### src/rtl/filter_test_sequencer.sv
// Stimulus sequencer that sweeps the exponential generator's overlay/rate/delay controls.
// Optional FILTER_SEQ_LOOP_EN adds i_loop so a finished sweep restarts without a DONE cycle.
module filter_test_sequencer #(
  parameter int SIZE_DELAY = 8,
  parameter int SIZE_DWELL = 16
) (
  input  logic                  i_clk,
  input  logic                  i_rst_n,
  input  logic                  i_start,
  input  logic                  i_abort,
`ifdef FILTER_SEQ_LOOP_EN
  input  logic                  i_loop,
`endif
  input  logic [3:0]            i_mode_en,
  input  logic [SIZE_DELAY-1:0] i_delay_first,
  input  logic [SIZE_DELAY-1:0] i_delay_last,
  input  logic [SIZE_DELAY-1:0] i_delay_step,
  input  logic [SIZE_DWELL-1:0] i_dwell,
  output logic                  o_test_overlay,
  output logic                  o_test_rate,
  output logic [SIZE_DELAY-1:0] o_test_delay,
  output logic                  o_busy,
  output logic                  o_step_strobe,
  output logic [7:0]            o_step_index,
  output logic                  o_done
);

  typedef enum logic [1:0] {S_IDLE, S_DWELL, S_DONE} state_t;

  state_t                r_state;
  logic [3:0]            r_mode_en;
  logic [SIZE_DELAY-1:0] r_first;
  logic [SIZE_DELAY-1:0] r_last;
  logic [SIZE_DELAY-1:0] r_step_eff;
  logic [SIZE_DWELL-1:0] r_dwell_eff;
  logic [SIZE_DWELL-1:0] r_cnt;
  logic [1:0]            r_mode;
  logic [SIZE_DELAY-1:0] r_delay;
  logic                  r_busy;
  logic                  r_strobe;
  logic [7:0]            r_index;
  logic                  r_done;

  logic [SIZE_DELAY-1:0] w_in_step_eff;
  logic [SIZE_DWELL-1:0] w_in_dwell_eff;
  logic [1:0]            w_in_mode;
  logic [1:0]            w_hi_mode;
  logic                  w_hi_found;
  logic [SIZE_DELAY:0]   w_next;
  logic                  w_fits;
  logic                  w_cnt_done;
  logic [7:0]            w_index_inc;

  assign w_in_step_eff  = (i_delay_step == '0) ? SIZE_DELAY'(1) : i_delay_step;
  assign w_in_dwell_eff = (i_dwell == '0) ? SIZE_DWELL'(1) : i_dwell;
  assign w_next      = {1'b0, r_delay} + {1'b0, r_step_eff};
  // Carry out of the delay width means the sweep would wrap, so treat it as past the end.
  assign w_fits      = !w_next[SIZE_DELAY] && (w_next[SIZE_DELAY-1:0] <= r_last);
  assign w_cnt_done  = (r_cnt >= r_dwell_eff);
  assign w_index_inc = (r_index == 8'hFF) ? 8'hFF : r_index + 8'd1;

  always_comb begin
    w_in_mode  = 2'd0;
    w_hi_mode  = 2'd0;
    w_hi_found = 1'b0;
    for (int k = 3; k >= 0; k--) begin
      if (i_mode_en[k]) w_in_mode = 2'(k);
      if (r_mode_en[k] && (2'(k) > r_mode)) begin
        w_hi_mode  = 2'(k);
        w_hi_found = 1'b1;
      end
    end
  end

  always_ff @(posedge i_clk or negedge i_rst_n) begin
    if (!i_rst_n) begin
      r_state     <= S_IDLE;
      r_mode_en   <= '0;
      r_first     <= '0;
      r_last      <= '0;
      r_step_eff  <= '0;
      r_dwell_eff <= '0;
      r_cnt       <= '0;
      r_mode      <= '0;
      r_delay     <= '0;
      r_busy      <= 1'b0;
      r_strobe    <= 1'b0;
      r_index     <= '0;
      r_done      <= 1'b0;
    end else begin
      r_strobe <= 1'b0;
      r_done   <= 1'b0;
      if (i_abort) begin
        r_state <= S_IDLE;
        r_mode  <= '0;
        r_delay <= '0;
        r_busy  <= 1'b0;
        r_index <= '0;
      end else begin
        case (r_state)
          S_IDLE: begin
            if (i_start) begin
              r_mode_en   <= i_mode_en;
              r_first     <= i_delay_first;
              r_last      <= i_delay_last;
              r_step_eff  <= w_in_step_eff;
              r_dwell_eff <= w_in_dwell_eff;
              if (i_mode_en == 4'd0) begin
                r_state <= S_DONE;
                r_done  <= 1'b1;
              end else begin
                r_state  <= S_DWELL;
                r_mode   <= w_in_mode;
                r_delay  <= i_delay_first;
                r_cnt    <= SIZE_DWELL'(1);
                r_busy   <= 1'b1;
                r_strobe <= 1'b1;
                r_index  <= '0;
              end
            end
          end
          S_DWELL: begin
            if (!w_cnt_done) begin
              r_cnt <= r_cnt + SIZE_DWELL'(1);
            end else if (w_fits) begin
              r_delay  <= w_next[SIZE_DELAY-1:0];
              r_cnt    <= SIZE_DWELL'(1);
              r_strobe <= 1'b1;
              r_index  <= w_index_inc;
            end else if (w_hi_found) begin
              r_mode   <= w_hi_mode;
              r_delay  <= r_first;
              r_cnt    <= SIZE_DWELL'(1);
              r_strobe <= 1'b1;
              r_index  <= w_index_inc;
`ifdef FILTER_SEQ_LOOP_EN
            end else if (i_loop && (i_mode_en != 4'd0)) begin
              r_mode_en   <= i_mode_en;
              r_first     <= i_delay_first;
              r_last      <= i_delay_last;
              r_step_eff  <= w_in_step_eff;
              r_dwell_eff <= w_in_dwell_eff;
              r_mode      <= w_in_mode;
              r_delay     <= i_delay_first;
              r_cnt       <= SIZE_DWELL'(1);
              r_strobe    <= 1'b1;
              r_index     <= '0;
`endif
            end else begin
              r_state <= S_DONE;
              r_done  <= 1'b1;
              r_mode  <= '0;
              r_delay <= '0;
              r_busy  <= 1'b0;
              r_index <= '0;
            end
          end
          S_DONE:  r_state <= S_IDLE;
          default: r_state <= S_IDLE;
        endcase
      end
    end
  end

  assign o_test_overlay = r_mode[1];
  assign o_test_rate    = r_mode[0];
  assign o_test_delay   = r_delay;
  assign o_busy         = r_busy;
  assign o_step_strobe  = r_strobe;
  assign o_step_index   = r_index;
  assign o_done         = r_done;

endmodule

### config.mk
export PLATFORM = sky130hd
export DESIGN_NAME = filter_test_sequencer
export DESIGN_NICKNAME = d
export VERILOG_FILES = /design/src/rtl/filter_test_sequencer.sv
export SDC_FILE = /design/constraint.sdc
export NUM_CORES = 1
export LEC_CHECK = 0
export ABC_AREA = 1
export CAP_MARGIN = 25
export CELL_PAD_IN_SITES_DETAIL_PLACEMENT = 0
export CELL_PAD_IN_SITES_GLOBAL_PLACEMENT = 2
export CORE_MARGIN = 1.5
export CORE_UTILIZATION = 32
export DETAILED_ROUTE_END_ITERATION = 16
export PLACE_DENSITY = 0.79
export SLEW_MARGIN = 20
export SYNTH_ARGS = -nofsm -noshare
export SYNTH_HDL_FRONTEND = slang
export SYNTH_SLANG_ARGS = --single-unit
### constraint.sdc
create_clock -name i_clk -period 4 [get_ports i_clk]
set_clock_uncertainty 0.15 [all_clocks]
set_input_delay 1.2 -clock i_clk [delete_from_list [all_inputs] [get_ports i_clk]]
set_output_delay 1.2 -clock i_clk [all_outputs]
set_load 0.01 [all_outputs]
---- Yosys cells after proc, flatten, opt, wreduce, memory -nomap -nowiden ----
Index checks and enable logic that the tools add are counted.
W data, S select, Z words.
storage, ports and cells
  bits in registers ....................... 83
  logic and storage cells ................. 121
cells by class
  add/subtract/negate cells ............... 3
  magnitude comparators ................... 6
  eq/ne operators ......................... 10
  mux-type cells .......................... 70
  bitwise logic cells ..................... 1
  reductions and logical operators ........ 18
operator list
  cell                     count
  $mux W8                  14
  $mux W16                 6
  $mux W2                  20
  $pmux W16 S2             1
  $pmux W8 S2              2
  $mux W1                  22
  $add A16 B1 Y16 const B  1
  $ge A16 B16 Y1           1
  $logic_not A16 Y1        1
  $ne A3 B3 Y1 const B     5
  $reduce_and A5 Y1        2
  $add A8 B8 Y9            1
  $add A8 B1 Y8 const B    1
  $eq A8 B8 Y1 const B     1
  $le A8 B8 Y1             1
  $logic_not A8 Y1         1
  $pmux W2 S2              2
  $reduce_and A4 Y1        2
  $pmux W1 S2              3
  $reduce_and A6 Y1        1
  $logic_and A1 B1 Y1      5
  $gt A1 B2 Y1 const A     2
  $gt A2 B2 Y1 const A     2
  $logic_not A4 Y1         1
  other kinds (9)          10

---- Longest topological paths before layout ----
  depth in word-level cells ............... 11
  depth in mapped cells ................... 20

---- Worst setup path before layout ----
OpenSTA, ideal clock, no wires.
  path type ............................... reg-to-reg
  start ................................... reg r_delay[0], in the netlist o_test_delay[0]
  end ..................................... reg r_cnt[7]
  library setup time ...................... 65 ps
  arrival time ............................ 2720 ps
  data required time ...................... 3785 ps
  slack ................................... 1066 ps
  stages on the path, launching flop included .. 20
  path buffers ............................ 1
  period minus slack after synthesis ...... 2934 ps
  cells stage by stage .................... dfrtp_1 > ha_1 > inv_1 > fa_1 > o21ai_2 > nand3_1 > nand3_1 > nand2_1 > ha_1 > nand2_1 > nor2_1 > nand2_1 > nand2_1 > nand2_1 > nand2_2 > nand2_2 > o21bai_4 > buf_8 > nand2_2 > nand2_2
between the ends
  word-level cells in the longest chain between the ends .. 6
RTL lines
  what                                              RTL line  RTL
  start: declaration                                38        logic [SIZE_DELAY-1:0] r_delay;
  start signal: assignment                          114       r_delay <= i_delay_first;
  start signal: assignment                          126       r_delay <= w_next[SIZE_DELAY-1:0];
  start signal: assignment                          132       r_delay <= r_first;
  $add A8 B8 Y9 *                                   56        assign w_next = {1'b0, r_delay} + {1'b0, r_step_eff};
  $le A8 B8 Y1 or $logic_not A1 Y1 (tied branches)  58        assign w_fits = !w_next[SIZE_DELAY] && (w_next[SIZE_DELAY-1:0] <= r_last);
  $logic_and A1 B1 Y1 *                             58
  $mux W16                                          125       end else if (w_fits) begin
  $mux W16                                          123       if (!w_cnt_done) begin
  $pmux W16 S2                                      100       case (r_state)
  end signal: assignment                            124       r_cnt <= r_cnt + SIZE_DWELL'(1);
  end: declaration                                  36        logic [SIZE_DWELL-1:0] r_cnt;
Mark *: on every way between the ends. The rest lies on a longest branch, timed or not.
A chain may end at the register's enable or synchronous reset.

---- Final worst setup path ----
  start ................................... reg r_delay[0], in the netlist o_test_delay[0]
  end ..................................... reg r_cnt[15]
Same word-level chain as after synthesis.

==> summary.md <==
| Metric | Value |
|---|---|
| Status | `finished, final reports clean` |
| First-pass GRT wire length | `22500 µm` |
| CP Cell Sequence | `ha_1 -> inv_1 -> fa_1 -> o21ai_2 -> nand3_1 -> nand3_1 -> nand2_1 -> ha_1 -> nand2_1 -> nor2_1 -> nand2_1 -> nand2_1 -> nand2_1 -> nand2_2 -> nand2_2 -> o21bai_4 -> nand2_1 -> nand2_1` |
| FF+latch count, synth | `82` |
| Post-CTS setup buffers | `0` |
| Cell count after synthesis | `about 660` |
| Reg clk slew, reported paths | `about 70 ps` |
| Worst path buffer plus inverter count | `1` |
| Clk_lat worst skew | `350 ps` |
| R2r startpoint | `o_test_delay[0]` |
| Port buffer count | `68` |
| GPL Wtd Cong | `approximately 0.8` |
| DRC Markers | `0` |
| ANT nets after route | `0` |
| RSZ-0062 raised after global routing | `false` |
| Crit-path most repeated cell | `nand2_1` |
| R2r setup slk | `350 ps` |
| Layout cells sized above 1 | `0.0991` |
| Fin crit period | `3650 ps` |
| Fin. max-slew vios | `0` |
| Area of the mapped netlist | `0.00507 mm²` |
| Number of synthesized flops with an enable pin | `0` |
| Cts bufs inserted | `9` |
| CTS tree | `yes` |
| Pin count of the biggest net entering global routing | `between 50 and 60` |
| Rel. slew slack | `0.442` |
| Post-synthesis sequential area ratio | `0.405` |
| Post-synth top area share | `0.405` |
| Hold path depth | `2` |
| LEAKAGE | `about 3.0 nW` |
| Global route overflow | `0` |
| Core area | `0.0153 mm²` |
| Switching Share | `0.374` |
| Diodes inserted | `0` |
| Fmax achieved | `0.274 GHz` |
| Drt pass-1 iters | `4` |
| Final HPWL from detailed placement | `10100 µm` |
| Clock share of power | `0.286` |
| Area Overhead vs Synth | `22.9%` |
| Crit path kind | `reg2reg` |
| Synth area leaders | `dfrtp_1, nand2_1, ha_1` |
| CTS Root Cell | `clkbuf_16` |
| Internal | `approximately 1.7 mW` |
| Hold Startpoint | `r_step_eff[6]` |
| Final TNS setup | `0 ps` |
| Hold Fails Final Rpt | `0` |
| Final #Nets | `815` |
| Non-Filler Instances | `948` |
| Std-Cell Rows | `45` |
| Critical path arrival | `3780 ps` |
| Cells on worst reg2reg path | `18` |
| Final period util | `0.912` |
| Area after DPL | `0.00595 mm²` |
| Commonest cells in the netlist | `nand2_1, dfrtp_1, inv_1` |
| Routed len/inst | `14.3 µm` |
| Die span in x | `129 µm` |
| Slowest stage delay, CP | `520 ps` |
| Worst ir drop on vdd | `218 µV` |
| Max clock buf depth | `2` |
| Fraction of registers with async set/reset | `1.00` |
| Yosys top cell by area | `dfrtp_1` |
| Combinational power share | `0.342` |
| Hold Path Class | `reg2reg` |
| Design area | `0.00622 mm²` |
| Utilization after layout | `0.406` |
| Required time worst endpoint | `4130 ps` |
| Fill cells | `roughly 1600` |
| Hold EP | `r_step_eff[6]` |
| Most frequent cell after synthesis | `nand2_1` |
| Reg power frac | `0.373` |
| Delay-heaviest family, CP | `simple AND/OR/NAND/NOR gates` |
| Post_cts resized | `0` |
| Via count | `4395` |
| Starting DRT DRC Count | `225` |
| I/O Pins | `69` |
| Placed cells | `932` |
| Netlist cell types | `42` |
| Die area | `between 0.015 and 0.02 mm²` |
| Via/cell ratio | `4.64` |
| Critical Path Fanout Max | `16` |
| Final setup violating endpoints | `0` |
| Vias in the first global route | `4428` |
| Critical-path top delay cell | `o21bai_4` |
| Setup slack at placement | `337 ps` |
| Final worst setup slack | `354 ps` |
| Initial core utilization | `0.331` |
| Crit path launch type | `flop` |
| Switch Pwr | `1.02 mW` |
| Die Y | `129 µm` |
| Initial antenna violation count | `0` |
| Slew @ Worst Pin | `835 ps` |
| Cts-stage hold buffer count | `0` |
| Critical path endpoint category | `flop` |
| Final wirelength | `around 14000 µm` |
| Total power | `2.73 mW` |
| Warnings, synthesis | `0` |
| Top FF cell, synth | `dfrtp_1` |
| Reg-to-Reg End | `r_cnt[15]` |
| H-tree levels | `3` |
| GR Util All Layers | `0.177` |
| Pwr Density | `439 mW/mm²` |
| Max Cap Viol | `0` |
| Syn nets | `about 750` |
| Final hold slack | `328 ps` |
| CTS sink count | `82` |
| Post-Synthesis Mean Instance Area | `7.63 µm²` |
-- layout make-up --
type | instances | area, µm² | area share
multi-input cells | 491 | 2640 | 0.424
flip-flops and latches | 82 | 2050 | 0.330
repair buffers | 73 | 716 | 0.115
inverters | 75 | 282 | 0.0452
well taps | 211 | 264 | 0.0424
clock buffers | 9 | 225 | 0.0362
clock inverters | 7 | 46.3 | 0.00744
-- tightest hold or removal path: stages, from the launching register on --
cell and delay [ps]:
dfrtp_1 340, nand2_1 50, nand2_1 50
-- placed cells by master (no fill, tap or decap), types with 4 or more instances in the layout --
cell type / n
nand2_1: 209
dfrtp_1: 82
clkdlybuf4s50_1: 67
inv_1: 57
nand3_1: 54
nor2_1: 40
ha_1: 34
o21ai_0: 32
a21oi_1: 31
inv_2: 16
nand2_2: 16
o21ai_1: 11
xor2_1: 9
clkbuf_16: 9
nor4_1: 8
nand4_1: 6
buf_4: 6
nor3_1: 5
xnor2_1: 4
-- worst max-delay path by stage --
stage / start / endpoint / slack (ps) / depth (start not counted)
final: o_test_delay[0] / r_cnt[15] / 350 / 18
after CTS: o_test_delay[0] / r_cnt[15] / 320 / 18
after floorplan: o_test_delay[0] / r_cnt[7] / 1070 / 19
after detailed placement: o_test_delay[0] / r_cnt[15] / 340 / 18
after global placement: o_test_delay[0] / r_cnt[15] / 360 / 18
after global routing: o_test_delay[0] / r_cnt[2] / 10 / 18
-- power by group through the flow --
stage          Combinational (mW)  Sequential, mW  Clock, mW
2_1_floorplan               0.643            1.02          0
3_3_place_gp                0.929            1.03          0
3_5_place_dp                0.940            1.03          0
4_1_cts                     0.947            1.02      0.811
5_1_grt                      1.08            1.03      0.843
6_report                    0.933            1.02      0.781
-- layer usage --
metal,GRT usage,vias up,part of all wire
li1,-,2288,-
met2,0.303,69,0.48
met1,0.222,2023,0.47
met4,0.0496,0,0.016
met5,0,-,0
met3,0.0432,15,0.029
-- state kept, by name, summed over array words and instances (netlist names) --
name           count
o_busy             1
o_done             1
o_step_index       8
o_step_strobe      1
o_test_delay       8
r_cnt             16
r_dwell_eff       16
r_first            8
r_last             8
r_mode             2
r_mode_en          3
r_state            2
r_step_eff         8
-- cell families after synthesis --
group	synth area share
flip-flops	0.405
AND/OR/NAND/NOR	0.313
buffers and inverters	0.0748
AO/OA/AOI/OAI	0.0968
adder cells (fa/ha/maj)	0.0879
XOR/XNOR	0.0225
No activity file was read; power rests on OpenSTA's default activity.
